===== src/rtl/bounce_emulator_pkg.sv =====
`default_nettype none
// ============================================================================
//  Module      : bounce_emulator_pkg
//  Description : Shared FSM encoding and LFSR constants for bounce_emulator.
//  Revision    : 1.0 - initial release
// ============================================================================
package bounce_emulator_pkg;

    typedef enum logic [1:0] {
        ST_IDLE   = 2'd0,
        ST_GL_ON  = 2'd1,
        ST_GL_OFF = 2'd2,
        ST_SETTLE = 2'd3
    } state_t;

    localparam logic [15:0] c_lfsr_mask = 16'hB400;

    // One right-shifting Galois step.
    function automatic logic [15:0] lfsr_step(input logic [15:0] q);
        return q[0] ? ((q >> 1) ^ c_lfsr_mask) : (q >> 1);
    endfunction

endpackage
`default_nettype wire


===== src/rtl/lfsr16.sv =====
`default_nettype none
// ============================================================================
//  Module      : lfsr16
//  Description : 16-bit Galois LFSR, loads seed on reset, steps when en=1.
//  Revision    : 1.0 - initial release
// ============================================================================
module lfsr16
    import bounce_emulator_pkg::*;
(
    input  logic        clk,
    input  logic        reset,
    input  logic        en,
    input  logic [15:0] seed,
    output logic [15:0] q
);

    logic [15:0] r_q;

    always_ff @(posedge clk) begin
        if (reset) begin
            r_q <= seed;
        end else if (en) begin
            r_q <= lfsr_step(r_q);
        end
    end

    assign q = r_q;

endmodule
`default_nettype wire


===== src/rtl/bounce_emulator.sv =====
`default_nettype none
// ============================================================================
//  Module      : bounce_emulator
//  Description : Turns each level change of clean_in into a pseudo-random
//                glitch burst followed by a settled level on bounce_out.
//  Revision    : 1.0 - initial release
// ============================================================================
module bounce_emulator
    import bounce_emulator_pkg::*;
#(
    parameter int          TICK_DIV         = 100_000,
    parameter int          NUM_BOUNCES      = 5,
    parameter int          MAX_GLITCH_TICKS = 4,
    parameter int          SETTLE_TICKS     = 10,
    parameter logic [15:0] LFSR_SEED        = 16'hACE1
) (
    input  logic clk,
    input  logic reset,
    input  logic clean_in,
    input  logic bypass,
    output logic bounce_out,
    output logic busy,
    output logic done
);

    localparam int c_div_w = $clog2(TICK_DIV);
    localparam int c_cnt_w = (NUM_BOUNCES > 0) ? $clog2(NUM_BOUNCES + 1) : 1;
    localparam int c_tk_w  = ($clog2(SETTLE_TICKS + 1) > 5) ? $clog2(SETTLE_TICKS + 1) : 5;

    localparam logic [c_div_w-1:0] c_div_last = c_div_w'(TICK_DIV - 1);
    localparam logic [c_cnt_w-1:0] c_cnt_one  = c_cnt_w'(1);
    localparam logic [c_tk_w-1:0]  c_tk_one   = c_tk_w'(1);
    localparam logic [c_tk_w-1:0]  c_settle   = c_tk_w'(SETTLE_TICKS);
    localparam logic [15:0]        c_glen_msk = 16'(MAX_GLITCH_TICKS - 1);

    state_t             r_state, w_state_nxt;
    logic [c_div_w-1:0] r_div;
    logic [c_cnt_w-1:0] r_cnt, w_cnt_nxt;
    logic [c_tk_w-1:0]  r_ticks, w_ticks_nxt;
    logic               r_target, w_target_nxt;
    logic               r_bounce, w_bounce_nxt;
    logic               r_busy, w_busy_nxt;
    logic               r_done, w_done_nxt;
    logic               w_tick;
    logic [15:0]        w_lfsr;
    logic [c_tk_w-1:0]  w_glen;

    assign w_tick = (r_state != ST_IDLE) && (r_div == c_div_last);
    assign w_glen = c_tk_w'(w_lfsr & c_glen_msk) + c_tk_one;

    // Divider only runs during a burst, so every burst starts on a fresh tick phase.
    always_ff @(posedge clk) begin
        if (reset || bypass || r_state == ST_IDLE || w_tick) begin
            r_div <= '0;
        end else begin
            r_div <= r_div + 1'b1;
        end
    end

    lfsr16 u_lfsr (
        .clk   (clk),
        .reset (reset),
        .en    (w_tick),
        .seed  (LFSR_SEED),
        .q     (w_lfsr)
    );

    always_ff @(posedge clk) begin
        if (reset) begin
            r_state  <= ST_IDLE;
            r_cnt    <= '0;
            r_ticks  <= '0;
            r_target <= 1'b0;
            r_bounce <= 1'b0;
            r_busy   <= 1'b0;
            r_done   <= 1'b0;
        end else begin
            r_state  <= w_state_nxt;
            r_cnt    <= w_cnt_nxt;
            r_ticks  <= w_ticks_nxt;
            r_target <= w_target_nxt;
            r_bounce <= w_bounce_nxt;
            r_busy   <= w_busy_nxt;
            r_done   <= w_done_nxt;
        end
    end

    always_comb begin
        w_state_nxt  = r_state;
        w_cnt_nxt    = r_cnt;
        w_ticks_nxt  = r_ticks;
        w_target_nxt = r_target;
        w_bounce_nxt = r_bounce;
        w_busy_nxt   = r_busy;
        w_done_nxt   = 1'b0;
        if (bypass) begin
            w_state_nxt  = ST_IDLE;
            w_bounce_nxt = clean_in;
            w_busy_nxt   = 1'b0;
        end else begin
            case (r_state)
                ST_IDLE: begin
                    w_busy_nxt = 1'b0;
                    if (clean_in != r_bounce) begin
                        w_target_nxt = clean_in;
                        w_bounce_nxt = clean_in;
                        w_cnt_nxt    = c_cnt_w'(NUM_BOUNCES);
                        w_busy_nxt   = 1'b1;
                        if (NUM_BOUNCES == 0) begin
                            w_state_nxt = ST_SETTLE;
                            w_ticks_nxt = c_settle;
                        end else begin
                            w_state_nxt = ST_GL_ON;
                            w_ticks_nxt = w_glen;
                        end
                    end
                end
                ST_GL_ON: begin
                    if (w_tick) begin
                        if (r_ticks == c_tk_one) begin
                            w_state_nxt  = ST_GL_OFF;
                            w_bounce_nxt = ~r_target;
                            w_ticks_nxt  = w_glen;
                        end else begin
                            w_ticks_nxt = r_ticks - 1'b1;
                        end
                    end
                end
                ST_GL_OFF: begin
                    if (w_tick) begin
                        if (r_ticks == c_tk_one) begin
                            w_cnt_nxt    = r_cnt - 1'b1;
                            w_bounce_nxt = r_target;
                            if (r_cnt == c_cnt_one) begin
                                w_state_nxt = ST_SETTLE;
                                w_ticks_nxt = c_settle;
                            end else begin
                                w_state_nxt = ST_GL_ON;
                                w_ticks_nxt = w_glen;
                            end
                        end else begin
                            w_ticks_nxt = r_ticks - 1'b1;
                        end
                    end
                end
                ST_SETTLE: begin
                    if (w_tick) begin
                        if (r_ticks == c_tk_one) begin
                            w_state_nxt = ST_IDLE;
                            w_done_nxt  = 1'b1;
                            w_busy_nxt  = 1'b0;
                        end else begin
                            w_ticks_nxt = r_ticks - 1'b1;
                        end
                    end
                end
                default: w_state_nxt = ST_IDLE;
            endcase
        end
    end

    assign bounce_out = r_bounce;
    assign busy       = r_busy;
    assign done       = r_done;

endmodule
`default_nettype wire


===== config.mk =====
export PLATFORM = sky130hd
export DESIGN_NAME = bounce_emulator
export DESIGN_NICKNAME = d
export VERILOG_FILES = /design/src/rtl/bounce_emulator_pkg.sv /design/src/rtl/lfsr16.sv /design/src/rtl/bounce_emulator.sv
export SDC_FILE = /design/constraint.sdc
export NUM_CORES = 1
export LEC_CHECK = 0
export ABC_AREA = 1
export CAP_MARGIN = 20
export CORE_MARGIN = 2
export CORE_UTILIZATION = 40
export DETAILED_ROUTE_END_ITERATION = 6
export PLACE_DENSITY_LB_ADDON = 0.2
export SLEW_MARGIN = 0
export SYNTH_ARGS = -nofsm -noshare
export SYNTH_HDL_FRONTEND = slang
export SYNTH_SLANG_ARGS = --single-unit

===== constraint.sdc =====
create_clock -name clk -period 1.7 [get_ports clk]
set_clock_uncertainty 0.2 [all_clocks]
set_input_delay 0.17 -clock clk [delete_from_list [all_inputs] [get_ports clk]]
set_output_delay 0.17 -clock clk [all_outputs]
set_load 0.05 [all_outputs]

==> out/results.txt <==
0 antenna diodes ended up in the layout. Among all flip-flop cells after synthesis, the most frequent one is sky130_fd_sc_hd__dfxtp_1. Derived from the worst setup path, the maximum achievable clock frequency is 0.5778 GHz.

Routed via count: 2322. The net count of the finished layout is 423. In this run, synthesis inferred 0 flip-flops with an integrated enable. In this run the biggest area consumer among cell types represents 37.79% of the synthesized area.

The wire length of the first global-routing pass is 9321 µm, and the area of all sequential standard cells is 952.2 µm². The area growth from synthesis to layout is 39.35%. The most numerous cell in the Yosys netlist was sky130_fd_sc_hd__nand2_1.

The count of nets left with antenna violations once routing finished came out at 0. For the number of global-route vias before repair, the log shows 2151. For this run, design rule violations remaining after detail routing come to 0. In this run the power density over the cells is 806.6 mW/mm².

The async set-reset flop share out of synthesis was 0%; the largest driver fanout on the critical path was 5. The layout cell share with drive strength beyond 1 is 37.56%, and the vertical extent of the die is 82.90 µm. In this run, synthesis produced a sequential element count of 47. The run gives 374 as the net count after synthesis. For the pin with the worst max-slew slack, the measured transition is 0.3017 ns.

For this run the aggregate overflow at the end of global routing stands at 0. The synthesized instance count was 360; the max-capacitance violation count was 0. The initial utilization of the core area, before any placement, comes to 41.81%. The tree built by TritonCTS fans out to 47 sinks.

In this run, the number of DRC markers left after iteration 0 of detailed routing was 125. By startpoint and endpoint, the worst setup path is classified as flop to flop. The first detailed-routing pass took 4 iterations. The via count normalized by instance count works out to 4.788.

The number of antenna violations at the first check in global routing was 0; the H-tree level count was 2. The synthesized area per cell is 6.916 µm². TritonCTS built the clock tree. Headroom to the max-slew limit came out at 79.67%. Number of buffers added by the clock tree synthesis step: 5. The run gives 2.799 mW as the total power of the final layout. Pin placement for this block handled 7 I/O pins.

The run gives 0.003470 mm² as the final design instance area without fill. Entering global routing, the biggest net connects 27 pins. The hold violation count in the final report is 0. The max-slew violation count came out at 0. Number of buffers between clock root and the deepest sink: 2. In the global route stage, overall resource usage came out at 16.04%. The buffer type at the clock tree root is sky130_fd_sc_hd__clkbuf_8. The netlist uses 29 different library cells. After synthesis the cells add up to 0.002490 mm². The run gives 0.001658 mm² as the multi-input gate area in the final layout. The final routed wirelength across all metal layers was 5625 µm. Ranked by instance count, the synthesized netlist is headed by sky130_fd_sc_hd__nand2_1, sky130_fd_sc_hd__nor2_1, sky130_fd_sc_hd__dfxtp_1, sky130_fd_sc_hd__inv_1, sky130_fd_sc_hd__a21oi_1. Routability-driven placement finished with a final weighted congestion of 0.8544. The average detailed-routed wire length per instance came out at 11.60 µm.

At the worst endpoint, the required time is 1.70 ns. Final setup slack of the worst path: -0.03062 ns. After synthesis, flip-flops and latches occupy 37.79% of the total area.

For the standard cell core area, the log shows 0.005956 mm². Clock-pin slew was measured on the worst setup and hold paths at 0.09 ns. The run gives 0 as the number of warnings reported in the yosys synthesis log. Once detailed placement completed, the half-perimeter wirelength came to 3833 µm. Yosys attributes the largest share of cell area to sky130_fd_sc_hd__dfxtp_1, sky130_fd_sc_hd__nand2_1, sky130_fd_sc_hd__nor2_1, sky130_fd_sc_hd__inv_1, sky130_fd_sc_hd__ha_1. Buffers placed on the I/O ports in this run total 6. The peak supply drop was 0.5337 mV; the critical path data arrival time was 1.73 ns.

The worst setup path is captured at a flop. The analysis attributes to cell leakage a power of 1.464 nW. The checks that failed: negative setup slack. The standard cell area after detailed placement is 0.002895 mm², and the horizontal die dimension is 82.90 µm. Counting the fill cells in the layout gives 543.

Final critical delay including setup and external delays: 1.731 ns. Setup repair after global routing could not meet its margin everywhere. In this run the worst hold path is classified as flop to flop. STA classifies the critical path startpoint as a flop. The run finished, with violations left. Of the available clock period, the critical path in the final layout requires 101.8%. For the worst-skew pair, the clock arrives at the later sink with an insertion delay of 0.30 ns. The area of the die was 0.006872 mm². Number of setup violations in the final report: 4.

The largest total area in the synthesized netlist belongs to sky130_fd_sc_hd__dfxtp_1. The logs give 28 for the number of rows in the core area and 0 for the post-cts hold buffer count.
## per-layer routing
layer | wire, µm | vias up | GRT usage (%)
li1 | - | 1230 | -
met1 | 2653 | 1049 | 21.58
met2 | 2672 | 31 | 25.51
met3 | 155 | 12 | 3.181
met4 | 144 | 0 | 5.812
met5 | 0 | - | 0
## cell type report
class                           count  share of cell area, %
Multi-Input combinational cell    258                  47.78
Tap cell                           75                  2.705
Clock inverter                      3                  1.262
Clock buffer                        5                  1.983
Timing Repair Buffer               50                  13.52
Inverter                           47                  5.301
Sequential cell                    47                  27.44
## critical path, stage by stage, from the launching register on
cell	delay (ns)
sky130_fd_sc_hd__dfxtp_2	0.36
sky130_fd_sc_hd__ha_4	0.15
sky130_fd_sc_hd__nand2_4	0.05
sky130_fd_sc_hd__nor2_4	0.17
sky130_fd_sc_hd__inv_2	0.08
sky130_fd_sc_hd__nor2_4	0.10
sky130_fd_sc_hd__nand2_4	0.10
sky130_fd_sc_hd__nand3_4	0.15
sky130_fd_sc_hd__buf_12	0.13
sky130_fd_sc_hd__o21bai_1	0.10
sky130_fd_sc_hd__nor2_1	0.05
## cells in the final DEF (no fill, tap or decap), types with 4 or more instances in the layout
cell                        n
sky130_fd_sc_hd__dfxtp_2    9
sky130_fd_sc_hd__o21ai_2    4
sky130_fd_sc_hd__nand2_2   14
sky130_fd_sc_hd__inv_1     32
sky130_fd_sc_hd__buf_4     37
sky130_fd_sc_hd__buf_12     4
sky130_fd_sc_hd__ha_4       6
sky130_fd_sc_hd__clkbuf_8   5
sky130_fd_sc_hd__o21ai_1   12
sky130_fd_sc_hd__xnor2_1    4
sky130_fd_sc_hd__a21oi_1   13
sky130_fd_sc_hd__xor2_1     7
sky130_fd_sc_hd__inv_2     13
sky130_fd_sc_hd__nor2_4     9
sky130_fd_sc_hd__dfxtp_1   38
sky130_fd_sc_hd__nor2_2     9
sky130_fd_sc_hd__nand3_1   12
sky130_fd_sc_hd__nand3_2    5
sky130_fd_sc_hd__a21oi_2    7
sky130_fd_sc_hd__o21ai_0    5
sky130_fd_sc_hd__nand2_4   10
sky130_fd_sc_hd__o211ai_1   7
sky130_fd_sc_hd__nand2_1   64
sky130_fd_sc_hd__nor2_1    48
sky130_fd_sc_hd__buf_6      5
## through the flow
stage / cells / hold slack, ns / TNS (ns) / setup slack [ns] / utilization [%]
global route: 485 / 0.2896 / -1.507 / -0.1039 / 58.26
floorplan: 360 / 0.1625 / 0 / 0.003076 / -
CTS: 479 / 0.2605 / -0.03801 / -0.02121 / 53.34
global placement: 469 / 0.2443 / -1.532 / -0.1013 / 48.61
detailed placement: 469 / 0.2457 / -1.830 / -0.1418 / 48.61
finish: 485 / 0.2624 / -0.05265 / -0.03062 / 58.26
## kinds of logic (layout without fill, tap and decap cells)
group,Yosys count,in the layout,synth area share [%]
AOI/OAI and AO/OA,51,51,11.26
xor gates and xnor gates,11,11,3.869
adders and majority gates,10,10,5.025
buffers and inverters,55,105,9.346
DFF,47,47,37.79
and+or+nand+nor,186,186,32.71
## flip-flops by register name (all words and copies together) (netlist names)
register    flops
busy            1
u_lfsr.q       16
r_cnt           3
r_target        1
done            1
r_div          17
bounce_out      1
r_state         2
r_ticks         5
## path summary, 6_finish.rpt
kind | startpoint | end | slack [ns] | cells past startpoint
worst max-delay path | r_div[1]$_SDFF_PP0_ | r_div[16]$_SDFF_PP0_ | -0.03 | 10
worst min-delay path | u_lfsr.q[12]$_SDFFE_PP0P_ | u_lfsr.q[12]$_SDFFE_PP0P_ | 0.26 | 2
worst max register to register | r_div[1]$_SDFF_PP0_ | r_div[16]$_SDFF_PP0_ | -0.03 | 10
worst min register to register | u_lfsr.q[12]$_SDFFE_PP0P_ | u_lfsr.q[12]$_SDFFE_PP0P_ | 0.26 | 2
## power by group
group          total [mW]  switching [mW]  leakage (nW)  internal, mW
combinational       0.797           0.461          1.02         0.335
sequential           1.18          0.0326         0.385          1.15
clock               0.822           0.383        0.0581         0.438
## repair_timing
item | CTS | global route
resized for setup | 42 | 73
buffers inserted | 1 | 6
setup endpoints to repair | 44 | 38
gates cloned | 1 | 1
endpoints found under the hold margin | 0 | 0
pin swaps | 14 | 31
(Power assumes the default switching activity.)
